**config.mk**
```make
export PLATFORM = sky130hd
export DESIGN_NAME = tqvp_neuro_nav_array
export DESIGN_NICKNAME = d
export VERILOG_FILES = /design/src/rtl/tqvp_neuro_nav_pkg.sv /design/src/rtl/tqvp_neuro_nav_spike_fifo.sv /design/src/rtl/tqvp_neuro_nav_array.sv
export SDC_FILE = /design/constraint.sdc
export NUM_CORES = 1
export LEC_CHECK = 0
export ABC_AREA = 1
export BUFFER_PORTS_ARGS = -buffer_cell sky130_fd_sc_hd__buf_2
export CAP_MARGIN = 25
export CORE_AREA = 2 2 121 182
export CTS_CLUSTER_DIAMETER = 200
export DETAILED_ROUTE_END_ITERATION = 16
export DIE_AREA = 0 0 123 184
export PLACE_DENSITY = 0.66
export SYNTH_ARGS = -nofsm -noshare
export SYNTH_HDL_FRONTEND = slang
export SYNTH_HIERARCHICAL = 1
export SYNTH_SLANG_ARGS = --single-unit
```
**constraint.sdc**
```tcl
create_clock -name clk -period 4.59 [get_ports clk]
set_input_delay 0.2295 -clock clk [delete_from_list [all_inputs] [get_ports clk]]
set_output_delay 0.2295 -clock clk [all_outputs]
set_load 0.03 [all_outputs]
```
**src/rtl/tqvp_neuro_nav_pkg.sv**
```systemverilog
// Shared constants and types for the spiking-neuron navigation array.
// Register map addresses, bus size codes, heading and FSM state enums.
package tqvp_neuro_nav_pkg;

    localparam logic [5:0] ADDR_CTRL     = 6'h00;
    localparam logic [5:0] ADDR_STATUS   = 6'h04;
    localparam logic [5:0] ADDR_POS      = 6'h08;
    localparam logic [5:0] ADDR_GEOFENCE = 6'h0C;
    localparam logic [5:0] ADDR_IRQ_CLR  = 6'h10;
    localparam logic [5:0] ADDR_CH_BASE  = 6'h20;

    localparam logic [1:0] SIZE_WORD = 2'b10;
    localparam logic [1:0] SIZE_NONE = 2'b11;

    typedef enum logic [1:0] {
        HEAD_POS_X = 2'd0,
        HEAD_POS_Y = 2'd1,
        HEAD_NEG_X = 2'd2,
        HEAD_NEG_Y = 2'd3
    } heading_e;

    typedef enum logic [1:0] {
        ST_IDLE  = 2'd0,
        ST_LOAD  = 2'd1,
        ST_APPLY = 2'd2
    } nav_state_e;

endpackage

```
**src/rtl/tqvp_neuro_nav_spike_fifo.sv**
```systemverilog
// Small circular FIFO holding rising-edge spike vectors until the FSM drains them.
// A push into a full FIFO is accepted only when a pop happens in the same cycle.
module tqvp_neuro_nav_spike_fifo #(
    parameter int WIDTH = 4,
    parameter int DEPTH = 4,
    localparam int AW = $clog2(DEPTH),
    localparam int CW = AW + 1
) (
    input  logic             clk,
    input  logic             rst_n,
    input  logic             push,
    input  logic             pop,
    input  logic             flush,
    input  logic [WIDTH-1:0] din,
    output logic [WIDTH-1:0] dout,
    output logic [CW-1:0]    count,
    output logic             full,
    output logic             empty
);

    logic [WIDTH-1:0] mem [DEPTH];
    logic [AW-1:0]    wr_ptr;
    logic [AW-1:0]    rd_ptr;
    logic             do_push;
    logic             do_pop;

    assign full    = (count == CW'(DEPTH));
    assign empty   = (count == '0);
    assign do_pop  = pop && !empty && rst_n && !flush;
    assign do_push = push && (!full || do_pop) && rst_n && !flush;
    assign dout    = mem[rd_ptr];

    always_ff @(posedge clk) begin
        if (do_push) begin
            mem[wr_ptr] <= din;
        end
    end

    always_ff @(posedge clk) begin
        if (!rst_n || flush) begin
            wr_ptr <= '0;
            rd_ptr <= '0;
            count  <= '0;
        end else begin
            if (do_push) begin
                wr_ptr <= wr_ptr + 1'b1;
            end
            if (do_pop) begin
                rd_ptr <= rd_ptr + 1'b1;
            end
            case ({do_push, do_pop})
                2'b10:   count <= count + 1'b1;
                2'b01:   count <= count - 1'b1;
                default: count <= count;
            endcase
        end
    end

endmodule

```
**src/rtl/tqvp_neuro_nav_array.sv**
```systemverilog
// Spike-driven dead-reckoning navigator: each rising spike moves POS along its channel heading.
// Optional weight decay is built only when NEURO_NAV_DECAY_EN is defined.
module tqvp_neuro_nav_array
    import tqvp_neuro_nav_pkg::*;
#(
    parameter int NCH        = 4,
    parameter int WW         = 8,
    parameter int PW         = 16,
    parameter int FIFO_DEPTH = 4
) (
    input  logic        clk,
    input  logic        rst_n,
    input  logic [7:0]  ui_in,
    output logic [7:0]  uo_out,
    input  logic [5:0]  address,
    input  logic [31:0] data_in,
    input  logic [1:0]  data_write_n,
    input  logic [1:0]  data_read_n,
    output logic [31:0] data_out,
    output logic        data_ready,
    output logic        user_interrupt
);

    localparam int            FCW  = $clog2(FIFO_DEPTH) + 1;
    localparam logic [WW-1:0] WMAX = '1;

    logic             ctrl_enable_q;
    logic             ctrl_learn_q;
    logic             ctrl_ovf_en_q;
    logic [7:0]       decay_period_q;
    logic [15:0]      geofence_q;
    logic [NCH-1:0]   prev_q;
    logic             overflow_q;
    logic             irq_q;

    nav_state_e       state_q;
    logic             busy_q;
    logic [NCH-1:0]   work_q;
    logic [PW-1:0]    pos_x_q;
    logic [PW-1:0]    pos_y_q;

    logic [WW-1:0]    weight_q  [NCH];
    heading_e         heading_q [NCH];

    logic             wr_word;
    logic             wr_any;
    logic             ctrl_wr;
    logic             geo_wr;
    logic             ch_hit;
    logic             ch_wr;
    logic [2:0]       ch_sel;
    logic             clear;
    logic             irq_clr;

    logic [NCH-1:0]   rise;
    logic             push_req;
    logic             fifo_pop;
    logic [NCH-1:0]   fifo_dout;
    logic [FCW-1:0]   fifo_count;
    logic             fifo_full;
    logic             fifo_empty;
    logic             ovf_event;
    logic             overflow_d;

    logic [2:0]       svc_idx;
    logic [WW-1:0]    svc_weight;
    heading_e         svc_heading;
    logic             svc_valid;
    logic [PW-1:0]    delta;
    logic [NCH-1:0]   work_next;
    logic             decay_tick;

    logic [PW:0]      x_abs;
    logic [PW:0]      y_abs;
    logic             fence_hit;
    logic             irq_set;
    logic             unused_inputs;

    assign wr_word = (data_write_n == SIZE_WORD);
    assign wr_any  = (data_write_n != SIZE_NONE);
    assign ch_sel  = address[4:2];
    assign ch_hit  = address[5] && (int'(ch_sel) < NCH);
    assign ctrl_wr = wr_word && (address == ADDR_CTRL);
    assign geo_wr  = wr_word && (address == ADDR_GEOFENCE);
    assign ch_wr   = wr_word && ch_hit;
    assign clear   = ctrl_wr && data_in[2];
    assign irq_clr = wr_any && (address == ADDR_IRQ_CLR) && data_in[0];

    assign data_ready     = 1'b1;
    assign user_interrupt = irq_q;
    assign uo_out         = {pos_y_q[3:0], pos_x_q[3:0]};
    assign unused_inputs  = &{1'b0, data_read_n, data_in, address[1:0], ui_in};

    // Clear is a strobe, so it has no storage and always reads back as zero.
    always_ff @(posedge clk) begin
        if (!rst_n) begin
            ctrl_enable_q  <= 1'b0;
            ctrl_learn_q   <= 1'b0;
            ctrl_ovf_en_q  <= 1'b0;
            decay_period_q <= 8'd0;
            geofence_q     <= 16'd0;
            prev_q         <= '0;
        end else begin
            prev_q <= ui_in[NCH-1:0];
            if (ctrl_wr) begin
                ctrl_enable_q  <= data_in[0];
                ctrl_learn_q   <= data_in[1];
                ctrl_ovf_en_q  <= data_in[3];
                decay_period_q <= data_in[15:8];
            end
            if (geo_wr) begin
                geofence_q <= data_in[15:0];
            end
        end
    end

    assign rise      = ui_in[NCH-1:0] & ~prev_q;
    assign push_req  = ctrl_enable_q && (rise != '0);
    assign fifo_pop  = (state_q == ST_IDLE) && !fifo_empty;
    assign ovf_event = push_req && fifo_full && !fifo_pop && !clear;

    tqvp_neuro_nav_spike_fifo #(
        .WIDTH (NCH),
        .DEPTH (FIFO_DEPTH)
    ) u_fifo (
        .clk   (clk),
        .rst_n (rst_n),
        .push  (push_req),
        .pop   (fifo_pop),
        .flush (clear),
        .din   (rise),
        .dout  (fifo_dout),
        .count (fifo_count),
        .full  (fifo_full),
        .empty (fifo_empty)
    );

    // Lowest set bit of the work vector is the channel serviced this cycle.
    always_comb begin
        svc_idx     = 3'd0;
        svc_weight  = '0;
        svc_heading = HEAD_POS_X;
        for (int i = NCH - 1; i >= 0; i--) begin
            if (work_q[i]) begin
                svc_idx = 3'(i);
            end
        end
        for (int i = 0; i < NCH; i++) begin
            if (svc_idx == 3'(i)) begin
                svc_weight  = weight_q[i];
                svc_heading = heading_q[i];
            end
        end
    end

    assign svc_valid = (state_q == ST_APPLY) && !clear;
    assign delta     = PW'(svc_weight);
    assign work_next = work_q & (work_q - 1'b1);

    always_ff @(posedge clk) begin
        if (!rst_n || clear) begin
            state_q <= ST_IDLE;
            busy_q  <= 1'b0;
            work_q  <= '0;
            pos_x_q <= '0;
            pos_y_q <= '0;
        end else begin
            case (state_q)
                ST_IDLE: begin
                    if (!fifo_empty) begin
                        work_q  <= fifo_dout;
                        state_q <= ST_LOAD;
                        busy_q  <= 1'b1;
                    end
                end
                ST_LOAD: begin
                    state_q <= ST_APPLY;
                end
                ST_APPLY: begin
                    case (svc_heading)
                        HEAD_POS_X: pos_x_q <= pos_x_q + delta;
                        HEAD_POS_Y: pos_y_q <= pos_y_q + delta;
                        HEAD_NEG_X: pos_x_q <= pos_x_q - delta;
                        default:    pos_y_q <= pos_y_q - delta;
                    endcase
                    work_q <= work_next;
                    if (work_next == '0) begin
                        state_q <= ST_IDLE;
                        busy_q  <= 1'b0;
                    end
                end
                default: begin
                    state_q <= ST_IDLE;
                    busy_q  <= 1'b0;
                end
            endcase
        end
    end

`ifdef NEURO_NAV_DECAY_EN
    logic [7:0] decay_cnt_q;

    always_ff @(posedge clk) begin
        if (!rst_n || (decay_period_q == 8'd0) || decay_tick) begin
            decay_cnt_q <= 8'd0;
        end else begin
            decay_cnt_q <= decay_cnt_q + 8'd1;
        end
    end

    assign decay_tick = (decay_period_q != 8'd0) && (decay_cnt_q == decay_period_q);
`else
    assign decay_tick = 1'b0;
`endif

    // Priority per channel: CPU write, then learn increment, then decay.
    always_ff @(posedge clk) begin
        for (int i = 0; i < NCH; i++) begin
            if (!rst_n) begin
                weight_q[i]  <= WW'(1);
                heading_q[i] <= heading_e'(i[1:0]);
            end else if (ch_wr && (ch_sel == 3'(i))) begin
                weight_q[i]  <= data_in[WW-1:0];
                heading_q[i] <= heading_e'(data_in[17:16]);
            end else if (svc_valid && ctrl_learn_q && (svc_idx == 3'(i))) begin
                if (weight_q[i] != WMAX) begin
                    weight_q[i] <= weight_q[i] + 1'b1;
                end
            end else if (decay_tick && (weight_q[i] > WW'(1))) begin
                weight_q[i] <= weight_q[i] - 1'b1;
            end
        end
    end

    assign x_abs     = pos_x_q[PW-1] ? ({1'b0, ~pos_x_q} + 1'b1) : {1'b0, pos_x_q};
    assign y_abs     = pos_y_q[PW-1] ? ({1'b0, ~pos_y_q} + 1'b1) : {1'b0, pos_y_q};
    assign fence_hit = (geofence_q != 16'd0) &&
                       ((17'(x_abs) > 17'(geofence_q)) || (17'(y_abs) > 17'(geofence_q)));

    // Using the next overflow value lets IRQ_CLR drop both flags together.
    always_comb begin
        overflow_d = overflow_q;
        if (irq_clr) begin
            overflow_d = 1'b0;
        end
        if (ovf_event) begin
            overflow_d = 1'b1;
        end
    end

    assign irq_set = fence_hit || (ctrl_ovf_en_q && overflow_d);

    always_ff @(posedge clk) begin
        if (!rst_n) begin
            overflow_q <= 1'b0;
            irq_q      <= 1'b0;
        end else begin
            overflow_q <= overflow_d;
            if (irq_set) begin
                irq_q <= 1'b1;
            end else if (irq_clr) begin
                irq_q <= 1'b0;
            end
        end
    end

    always_comb begin
        data_out = 32'd0;
        case (address)
            ADDR_CTRL:     data_out = {16'd0, decay_period_q, 4'd0, ctrl_ovf_en_q, 1'b0,
                                       ctrl_learn_q, ctrl_enable_q};
            ADDR_STATUS:   data_out = {21'd0, irq_q, busy_q, overflow_q, 3'd0, 5'(fifo_count)};
            ADDR_POS:      data_out = {16'(pos_y_q), 16'(pos_x_q)};
            ADDR_GEOFENCE: data_out = {16'd0, geofence_q};
            default: begin
                if (ch_hit) begin
                    for (int i = 0; i < NCH; i++) begin
                        if (ch_sel == 3'(i)) begin
                            data_out = {14'd0, heading_q[i], 16'(weight_q[i])};
                        end
                    end
                end
            end
        endcase
    end

endmodule
```
* Yosys cells after proc, flatten, opt, wreduce, memory -nomap -nowiden *
Memories as Yosys holds them, arrays and structs flattened. A register that Yosys moved wholly into a read port is not among the register bits.
Index checks and enable logic that the tools add are counted.
W data, S select, Z words.

word-level totals
  output and inout port bits = 42
  bits in latches = 0
  input bits = 52
  RAM bits = 56
  word-level logic and storage cells = 223
  ROM bits = 0
  register bits = 79
  memories kept = 3

cells by class
  equal/unequal tests = 25
  multipliers = 0
  divide/modulo/power cells = 0
  reduce and logical (&&, ||, !) cells = 58
  shifts and indexed selects = 0
  order comparisons = 3
  bitwise operators = 19
  mux-type cells = 84
  $add $sub $neg = 15

memory list
  memory      depth  bits a word  rd ports  clocked after Yosys merged registers in  wr ports  line                             RTL
  weight_q    4      8            4         0                                        4         tqvp_neuro_nav_array.sv:42       logic [WW-1:0] weight_q [NCH];
  u_fifo.mem  4      4            1         1                                        1         tqvp_neuro_nav_spike_fifo.sv:21  logic [WIDTH-1:0] mem [DEPTH];
  heading_q   4      2            4         0                                        4         tqvp_neuro_nav_array.sv:43       heading_e heading_q [NCH];

operators with widths
  kind                     number
  $mux W32                 4
  $pmux W32 S4             1
  $mux W8                  12
  $pmux W16 S2             2
  $mux W1                  41
  $add A16 B1 Y17 const B  2
  $gt A17 B16 Y1           2
  $mux W17                 2
  $add A16 B8 Y16          2
  $add A8 B1 Y8 const B    4
  $ne A8 B8 Y1 const B     4
  $not A16 Y16             2
  $sub A16 B8 Y16          2
  $logic_and A1 B1 Y1      30
  $mux W2                  14
  $mux W18                 1
  $reduce_bool A16 Y1      1
  $eq A3 B2 Y1 const B     4
  $eq A6 B4 Y1 const B     2
  $or A1 B1 Y1             12
  $logic_not A3 Y1         3
  $and A4 B4 Y4            2
  $eq A2 B2 Y1 const B     4
  $pmux W4 S2              1
  other kinds (29)         50

* Depth between registers and ports, before layout *
Gate-level depths: netlist (run 1).

  depth after elaboration = 13
  mapped depth = 29
  depth with buffers taken out = 29

* Cells and area by module *
The synthesis (run 1) kept the hierarchy.

by module, submodules not included
  module                     seq. area each (sq um)  instances  area an instance (sq um)  cells each
  tqvp_neuro_nav_array       2642.5                  1          9225.1                    1305
  tqvp_neuro_nav_spike_fifo  660.6                   1          1154.9                    116

* Worst setup path after synthesis (run 1) *
No wires, ideal clock.

  path type = reg-to-reg
  start = register work_q[0]
  end = register pos_y_q[15]
  arrival = 3009 ps
  data required time = 4477 ps
  stages on the path, launching flop included = 27
  library setup time = 113 ps
  path buffers = 0
  path slack = 1468 ps
  clock period less this slack = 3122 ps
  path through = dfxtp_1 > nor2_4 > o21ai_2 > nand2_1 > inv_1 > nand2_1 > nand3_2 > nor2_4 > ha_1 > inv_1 > nor2_4 > nand2_1 > xnor2_1 > o21ai_0 > ha_1 > nand2_1 > nand2_1 > nand2_1 > and2_1 > nand2_1 > nand2_1 > nand2_1 > nand3_1 > nand2_1 > nor2_1 > nor2_1 > nor2_1

between the ends
  longest elaborated chain between the ends = 10
  elaborated cells between the ends (all ways) = 22
  classes of those cells = add/sub: 2; eq/ne: 5; mux: 10; bitwise: 1; reduce/logical: 4

RTL lines
  item                                                     line                         RTL
  from (decl)                                              tqvp_neuro_nav_array.sv:38   logic [NCH-1:0] work_q;
  from (signal assigned)                                   tqvp_neuro_nav_array.sv:171  work_q <= fifo_dout;
  from (signal assigned)                                   tqvp_neuro_nav_array.sv:186  work_q <= work_next;
  $mux W3 *                                                tqvp_neuro_nav_array.sv:144  if (work_q[i]) begin
  branches (longest 9 deep; another with $sub A16 B8 Y16)  n/a
  to (signal assigned)                                     tqvp_neuro_nav_array.sv:182  HEAD_POS_Y: pos_y_q <= pos_y_q + delta;
  to (signal assigned)                                     tqvp_neuro_nav_array.sv:184  default: pos_y_q <= pos_y_q - delta;
  to (decl)                                                tqvp_neuro_nav_array.sv:40   logic [PW-1:0] pos_y_q;

Mark *: on every way between the ends.
A chain may end at the register's enable or synchronous reset.

* Worst setup path in the final report (run 1) *
  start = register work_q[0]
  end = register pos_x_q[15]

between the ends
  longest elaborated chain between the ends = 9
  elaborated cells between the ends (all ways) = 20
  classes of those cells = add/sub: 2; eq/ne: 4; mux: 10; reduce/logical: 4

RTL lines
  item                                                     line                         RTL
  $mux W3 *                                                tqvp_neuro_nav_array.sv:144
  branches (longest 8 deep; another with $sub A16 B8 Y16)  n/a
  to (signal assigned)                                     tqvp_neuro_nav_array.sv:181  HEAD_POS_X: pos_x_q <= pos_x_q + delta;
  to (signal assigned)                                     tqvp_neuro_nav_array.sv:183  HEAD_NEG_X: pos_x_q <= pos_x_q - delta;
  to (decl)                                                tqvp_neuro_nav_array.sv:39   logic [PW-1:0] pos_x_q;

Marked as above.

==> run_results.csv, run 1 <==
group,metric,value,unit
clock_tree,cts_sinks,137,
drt,drtPass1Iterations,5,
finish,mostFrequentLayoutCells,"nand2_1, inv_1, nor2_1, o21ai_0, a21oi_1",
finish,fin_nets,1613,
critical_path,r2r-end,"pos_x_q[15]$_SDFFE_PP0P_",
yosys,synth_cell_types,56,
floorplan,die_w,123,µm
clock_tree,insertion_delay,0.43,ns
hold_path,hold_path_class,"in2reg",
sta,period_share,0.852,
clock_tree,clock_path_buffers,2,
drt,viasPerCell,5.60,
floorplan,rows,65,
clock_tree,cts_resized,0,
run,maxCapViolCount,0,
drt,routedWlPerCell,17.4,µm
floorplan,ioPinCount,94,
run_status,status,"finished, final reports clean",
critical_path,crit_path_max_fanout,7,
yosys,synth_edf_count,56,
sta,fin_tns_setup,0,ns
floorplan,core,0.0210,mm²
finish,drive_gt1_frac,0.114,
finish,areaGrowthSynthToFinish,11.3,%
yosys,ys.flop_type,"dfxtp_1",
clock_tree,htree_levels,4,
sta,drv_slew,0,
clock_tree,clk_pin_slew,0.06,ns
drt,postRouteAntennaNets,0,
critical_path,cp_common_cell,"nand2_1",
grt,track_usage,0.274,
grt,antenna_found_initial,0,
floorplan,die_h,184,µm
sta,slew_headroom,0.427,
hold_path,worstHoldPathCells,3,
critical_path,cp.arrival,4.28,ns
critical_path,start_kind,"flop",
yosys,async_flop_share,0,
yosys,syn_area,0.0104,mm²
finish,fillers,2052,
drt,routed_wl,30600,µm
power_and_ir_drop,powerDensity,259,mW/mm²
yosys,synth_seq_cells,137,
sta,rsz0062_at_grt,"false",
critical_path,worstSetupPathType,"reg2reg",
yosys,synth_nets,1552,
critical_path,cp-end-kind,"flop",
drt,dr_wl_met3,1300,µm
drt,drtIter0Drc,673,
grt,overflow,0,
critical_path,worst-path-buf-inv,3,
yosys,syn_avg_cell_area,7.30,µm²
sta,max_freq,256,MHz
critical_path,worst_ep_required_time,4.96,ns
drt,drc,0,
grt,grt_max_degree,42,
placement,io_buffers,72,
critical_path,path_delay_family,"simple AND/OR/NAND/NOR gates",
finish,postLayoutCellArea,0.0116,mm²
placement,placed_area,0.0109,mm²
hold_path,hold_path_end,"decay_period_q[3]$_SDFFE_PN0P_",
critical_path,slowest_stage,"dfxtp_1",
placement,gp_congestion,0.977,
grt,grt_pass1_vias,9320,
critical_path,rr_startpoint,"work_q[0]$_SDFFE_PP0P_",
critical_path,ff2ff_setup_slack,0.68,ns
finish,diodes,0,
drt,vias,9879,
power_and_ir_drop,vdd_drop_max,0.000246,V
critical_path,rr_worst_depth,25,
sta,post-route-min-period,3.91,ns
yosys,ys_seq_area_frac,0.318,
hold_path,hold_start,"data_in[11]",
sta,holdWs,0.0673,ns
clock_tree,cts-root-buf,"clkbuf_16",
drt,wl_met1,11700,µm
finish,final_common_cell,"nand2_1",
placement,hpwlAfterDp,24100,µm
yosys,ys_warn_count,6,
critical_path,max_stage_delay,0.40,ns
sta,hold_viol,0,
sta,max_slew.worst_pin.slew,0.856,ns
clock_tree,cts_tree,"done",
floorplan,die_area,0.0226,mm²
drt,dr_wl_met2,15800,µm
sta,setup_violations,0,
floorplan,initial_core_util,0.495,
power_and_ir_drop,p_leak,5.16,nW
clock_tree,cts_made_buffers,17,
grt,grt_pass1_wl,47600,µm
drt,maxUsedRoutingLayer,"met4",
sta,clock_skew,0.0105,ns
yosys,syn_inst,1421,
[sequential cells by signal, indices dropped and copies added (netlist names), 3 cells and up, named ones only]
register and cells:
decay_period_q 8, geofence_q 16, heading_q 8, pos_x_q 16, pos_y_q 16, prev_q 4
u_fifo/count 3, u_fifo/mem 16, weight_q 32, work_q 4
[final cells by class]
type / instances / area (µm²) / share of cell area
flip-flops and latches: 137 / 3300 / 0.286
multi-input cells: 1046 / 6110 / 0.529
well taps: 268 / 335 / 0.0290
clock inverters: 13 / 141 / 0.0122
repair buffers: 79 / 443 / 0.0383
inverters: 201 / 757 / 0.0655
clock buffers: 19 / 464 / 0.0402
[synthesized netlist by cell type (5+ instances only)]
cell	count	area share
a211oi_1	5	0.0036
a21oi_1	97	0.047
a22oi_1	9	0.0065
a31oi_1	8	0.0048
buf_2	5	0.0024
buf_4	11	0.0080
clkbuf_1	17	0.0061
dfxtp_1	81	0.16
edfxtp_1	56	0.16
ha_1	76	0.092
inv_1	190	0.069
inv_2	9	0.0033
nand2_1	262	0.095
nand2_2	9	0.0054
nand2_4	6	0.0065
nand3_1	63	0.030
nand3_2	6	0.0058
nand4_1	22	0.013
nor2_1	142	0.051
nor2_2	7	0.0042
nor2_4	13	0.014
nor3_1	23	0.011
nor4_1	6	0.0036
o21ai_0	128	0.062
o221ai_1	17	0.014
o22ai_1	30	0.018
xnor2_1	17	0.014
xor2_1	51	0.043
[timing repair]
item / in CTS / in global routing
hold buffers: 4 / 0
buffers inserted: 0 / 0
endpoints found under the hold margin: 4 / 0
[per-layer routing]
metal	vias up	GRT usage
met3	85	0.0440
met4	0	0.156
met1	4587	0.297
li1	4914	-
met5	-	0
met2	293	0.495
[per-stage QoR]
stage	cells	total power [mW]	utilization	setup slack (ns)
after detailed placement	1726	1.59	0.519	0.755
after global routing	1763	3.09	0.551	0.336
final	1763	2.99	0.551	0.678
after CTS	1762	3.00	0.549	0.720
after floorplan	1421	1.51	-	1.47
after global placement	1726	1.59	0.519	0.788
[logic make-up after synthesis]
group,count (synthesis),share of synthesized area
adders and majority gates,79,0.0974
other,1,0.000361
DFF,137,0.318
and+or+nand+nor,577,0.257
buffers and inverters,238,0.0934
AOI/OAI and AO/OA,321,0.177
xor gates and xnor gates,68,0.0574
[worst register-to-register path, delay by kind of cell (launching register included)]
kind | cells | cell delay, ns
simple gates | 15 | 1.75
xor+xnor | 1 | 0.17
buf+inv | 3 | 0.26
fa+ha+maj | 2 | 0.55
compound gates | 4 | 0.72
flops | 1 | 0.40
[worst max-delay path by stage]
stage | startpoint | end | cells after the start
3_5_place_dp | work_q[0]$_SDFFE_PP0P_ | pos_x_q[15]$_SDFFE_PP0P_ | 25
6_report | work_q[0]$_SDFFE_PP0P_ | pos_x_q[15]$_SDFFE_PP0P_ | 25
2_1_floorplan | work_q[0]$_SDFFE_PP0P_ | pos_y_q[15]$_SDFFE_PP0P_ | 26
3_3_place_gp | work_q[0]$_SDFFE_PP0P_ | pos_x_q[15]$_SDFFE_PP0P_ | 25
4_1_cts | work_q[0]$_SDFFE_PP0P_ | pos_x_q[15]$_SDFFE_PP0P_ | 25
5_1_grt | work_q[0]$_SDFFE_PP0P_ | pos_y_q[15]$_SDFFE_PP0P_ | 23
[where the power goes]
part	leakage, nW	internal, mW	total, mW	switching [mW]
Clock	0.281	0.848	1.41	0.563
Sequential	1.19	1.28	1.30	0.0187
Combinational	3.69	0.0866	0.274	0.188
Total	5.16	2.22	2.99	0.770
(Power assumes the default switching activity.)
==> run 2: changes to the inputs <==
CTS_BUF_LIST = sky130_fd_sc_hd__clkbuf_2   (was not set)
==> run 2 against run 1 <==
  * Critical path depth unchanged
  * Power is 20% lower
  * Highest routed layer unchanged
  * Sequential power about the same
  * Register-to-register slack about the same
  * Clock-buffer cell count decreased by 2
==> run_results.csv, run 2 (synthesis gave the netlist of run 1 again) <==
group,metric,value,unit
clock_tree,cts_sinks,137,
power_and_ir_drop,power.share.clock,0.333,
sta,period_share,0.852,
critical_path,ff2ff_setup_slack,0.68,ns
grt,track_usage,0.276,
drt,routedWlPerCell,17.2,µm
clock_tree,postCtsSetupBuffers,0,
run,maxCapViolCount,0,
grt,grt_pass1_vias,9428,
critical_path,max_stage_delay,0.44,ns
clock_tree,cts_tree,"done",
drt,vias,10000,
power_and_ir_drop,p_int,1.69,mW
sta,post-route-min-period,3.91,ns
placement,io_buffers,72,
power_and_ir_drop,p_seq_frac,0.543,
drt,drc,0,
floorplan,die_h,184,µm
grt,grt_max_degree,42,
critical_path,crit_path_max_fanout,7,
placement,post-place-ws,0.755,ns
critical_path,start_kind,"flop",
finish,largest-register,"weight_q",
sta,layout_setup_ws,0.681,ns
critical_path,rr_worst_depth,25,
sta,drv_slew,0,
placement,placed_area,0.0109,mm²
power_and_ir_drop,totalPowerFinal,2.40,mW
drt,postRouteAntennaNets,0,
finish,postLayoutCellArea,0.0116,mm²
sta,slew_headroom,0.418,
floorplan,core,0.0210,mm²
run_status,status,"finished, final reports clean",
clock_tree,cts_made_buffers,17,
critical_path,cp_common_cell,"nand2_1",
power_and_ir_drop,p_sw_frac,0.295,
power_and_ir_drop,vdd_drop_max,0.000138,V
clock_tree,insertion_delay,0.78,ns
sta,fin_tns_setup,0,ns
finish,final_common_cell,"nand2_1",
power_and_ir_drop,p_sw,707,µW
grt,grt_use_met2,0.506,
floorplan,die_area,0.0226,mm²
drt,routed_wl,30900,µm
placement,hpwlAfterDp,24100,µm
grt,overflow,0,
critical_path,slowest_stage,"dfxtp_1",
drt,drtPass1Iterations,8,
critical_path,r2r-end,"pos_x_q[15]$_SDFFE_PP0P_",
critical_path,endpoint,"pos_x_q[15]$_SDFFE_PP0P_",
finish,largest_reg_flops,32,
finish,fin_nets,1649,
floorplan,ioPinCount,94,
finish,mostFrequentLayoutCells,"nand2_1, inv_1, nor2_1, o21ai_0, a21oi_1",
critical_path,worst_ep_required_time,5.33,ns
clock_tree,cts-root-buf,"clkbuf_2",
power_and_ir_drop,powerDensity,208,mW/mm²
grt,use_met1,0.299,
critical_path,cp.arrival,4.65,ns
critical_path,worst-path-buf-inv,3,
clock_tree,clk_pin_slew,0.23,ns
critical_path,rr_startpoint,"work_q[0]$_SDFFE_PP0P_",
finish,drive_gt1_frac,0.111,
clock_tree,cts_resized,0,
floorplan,die_w,123,µm
grt,top_usage_layer,"met2",
drt,viasPerCell,5.58,
floorplan,initial_core_util,0.495,
placement,gp_congestion,0.977,
finish,fin_cells,1800,
clock_tree,clock_path_buffers,2,
power_and_ir_drop,p_leak,5.16,nW
critical_path,cp-startpoint,"work_q[0]$_SDFFE_PP0P_",
hold_path,hold_path_class,"in2reg",
sta,rsz0062_at_grt,"false",
sta,max_freq,256,MHz
sta,hold_viol,0,
critical_path,crit_cells,25,
critical_path,worstSetupPathType,"reg2reg",
drt,drtIter0Drc,786,
grt,grt_pass1_wl,48100,µm
power_and_ir_drop,comb_power_share,0.124,
sta,clock_skew,0.0370,ns
grt,gr-usage-met3,0.0453,
placement,dp.cells,1726,
critical_path,path_delay_family,"simple AND/OR/NAND/NOR gates",
critical_path,cp-end-kind,"flop",
floorplan,rows,65,
clock_tree,htree_levels,4,
sta,max_slew.worst_pin.slew,0.870,ns
finish,areaGrowthSynthToFinish,11.4,%
grt,antenna_found_initial,1,
sta,setup_violations,0,
==> run 2: worst min-delay path by stage <==
stage,end,cells past startpoint,start
floorplan,prev_q[0]$_SDFF_PN0_,2,ui_in[0]
global placement,prev_q[0]$_SDFF_PN0_,3,ui_in[0]
detailed placement,prev_q[2]$_SDFF_PN0_,3,ui_in[2]
CTS,heading_q[0][1]$_SDFFCE_PN0P_,4,address[3]
global route,heading_q[0][1]$_SDFFCE_PN0P_,4,address[3]
finish,heading_q[0][1]$_SDFFCE_PN0P_,4,address[3]
==> run 2: final cells by class <==
class	instances	area, µm²
Fill cell	2051	9420
Antenna cell	1	2.50
Clock buffer	17	85.1
Multi-Input combinational cell	1046	6110
Clock inverter	15	175
Timing Repair Buffer	115	791
Sequential cell	137	3300
Tap cell	268	335
Inverter	201	757
==> run 2: per-layer routing <==
metal  up-vias  part of all wire
met3        76             0.044
met5         -                 0
li1       4987                 -
met4         0             0.053
met1      4690              0.38
met2       289              0.52
==> run 2: worst register-to-register path, cell delays in order (launching register included) <==
cell and delay [ns]:
dfxtp_1 0.44, nor2_4 0.21, o21ai_2 0.15, nand2_1 0.20
inv_1 0.12, nand2_1 0.09, nand3_2 0.09, nor2_4 0.19
ha_1 0.22, inv_1 0.07, nor2_4 0.15, nand2_1 0.08
xnor2_1 0.17, nand2_1 0.06, o21ai_0 0.11, ha_1 0.34
nand2_1 0.09, nand2_1 0.06, a21oi_1 0.13, nand2_1 0.12
a21oi_1 0.30, inv_1 0.07, nand2_1 0.09, nand3_1 0.06
and2_1 0.16, nor2_1 0.10
==> run 2: timing repair <==
action | 4_1_cts | 5_1_grt
hold buffers | 40 | 0
endpoints found under the setup margin | 0 | 0
endpoints found under the hold margin | 84 | 0
==> run 2: stage by stage <==
| stage | hold slack (ns) | utilization |
|---|---|---|
| floorplan | 0.323 | - |
| global placement | 0.420 | 0.519 |
| detailed placement | 0.428 | 0.519 |
| CTS | 0.109 | 0.550 |
| global route | 0.131 | 0.551 |
| finish | 0.162 | 0.551 |
==> run 2: power by group through the flow <==
| stage | sequential (mW) | combinational (mW) | clock [mW] |
|---|---|---|---|
| after CTS | 1.30 | 0.294 | 0.813 |
| after floorplan | 1.32 | 0.190 | 0 |
| after global placement | 1.33 | 0.265 | 0 |
| final | 1.30 | 0.298 | 0.799 |
| after detailed placement | 1.33 | 0.267 | 0 |
| after global routing | 1.31 | 0.328 | 0.862 |
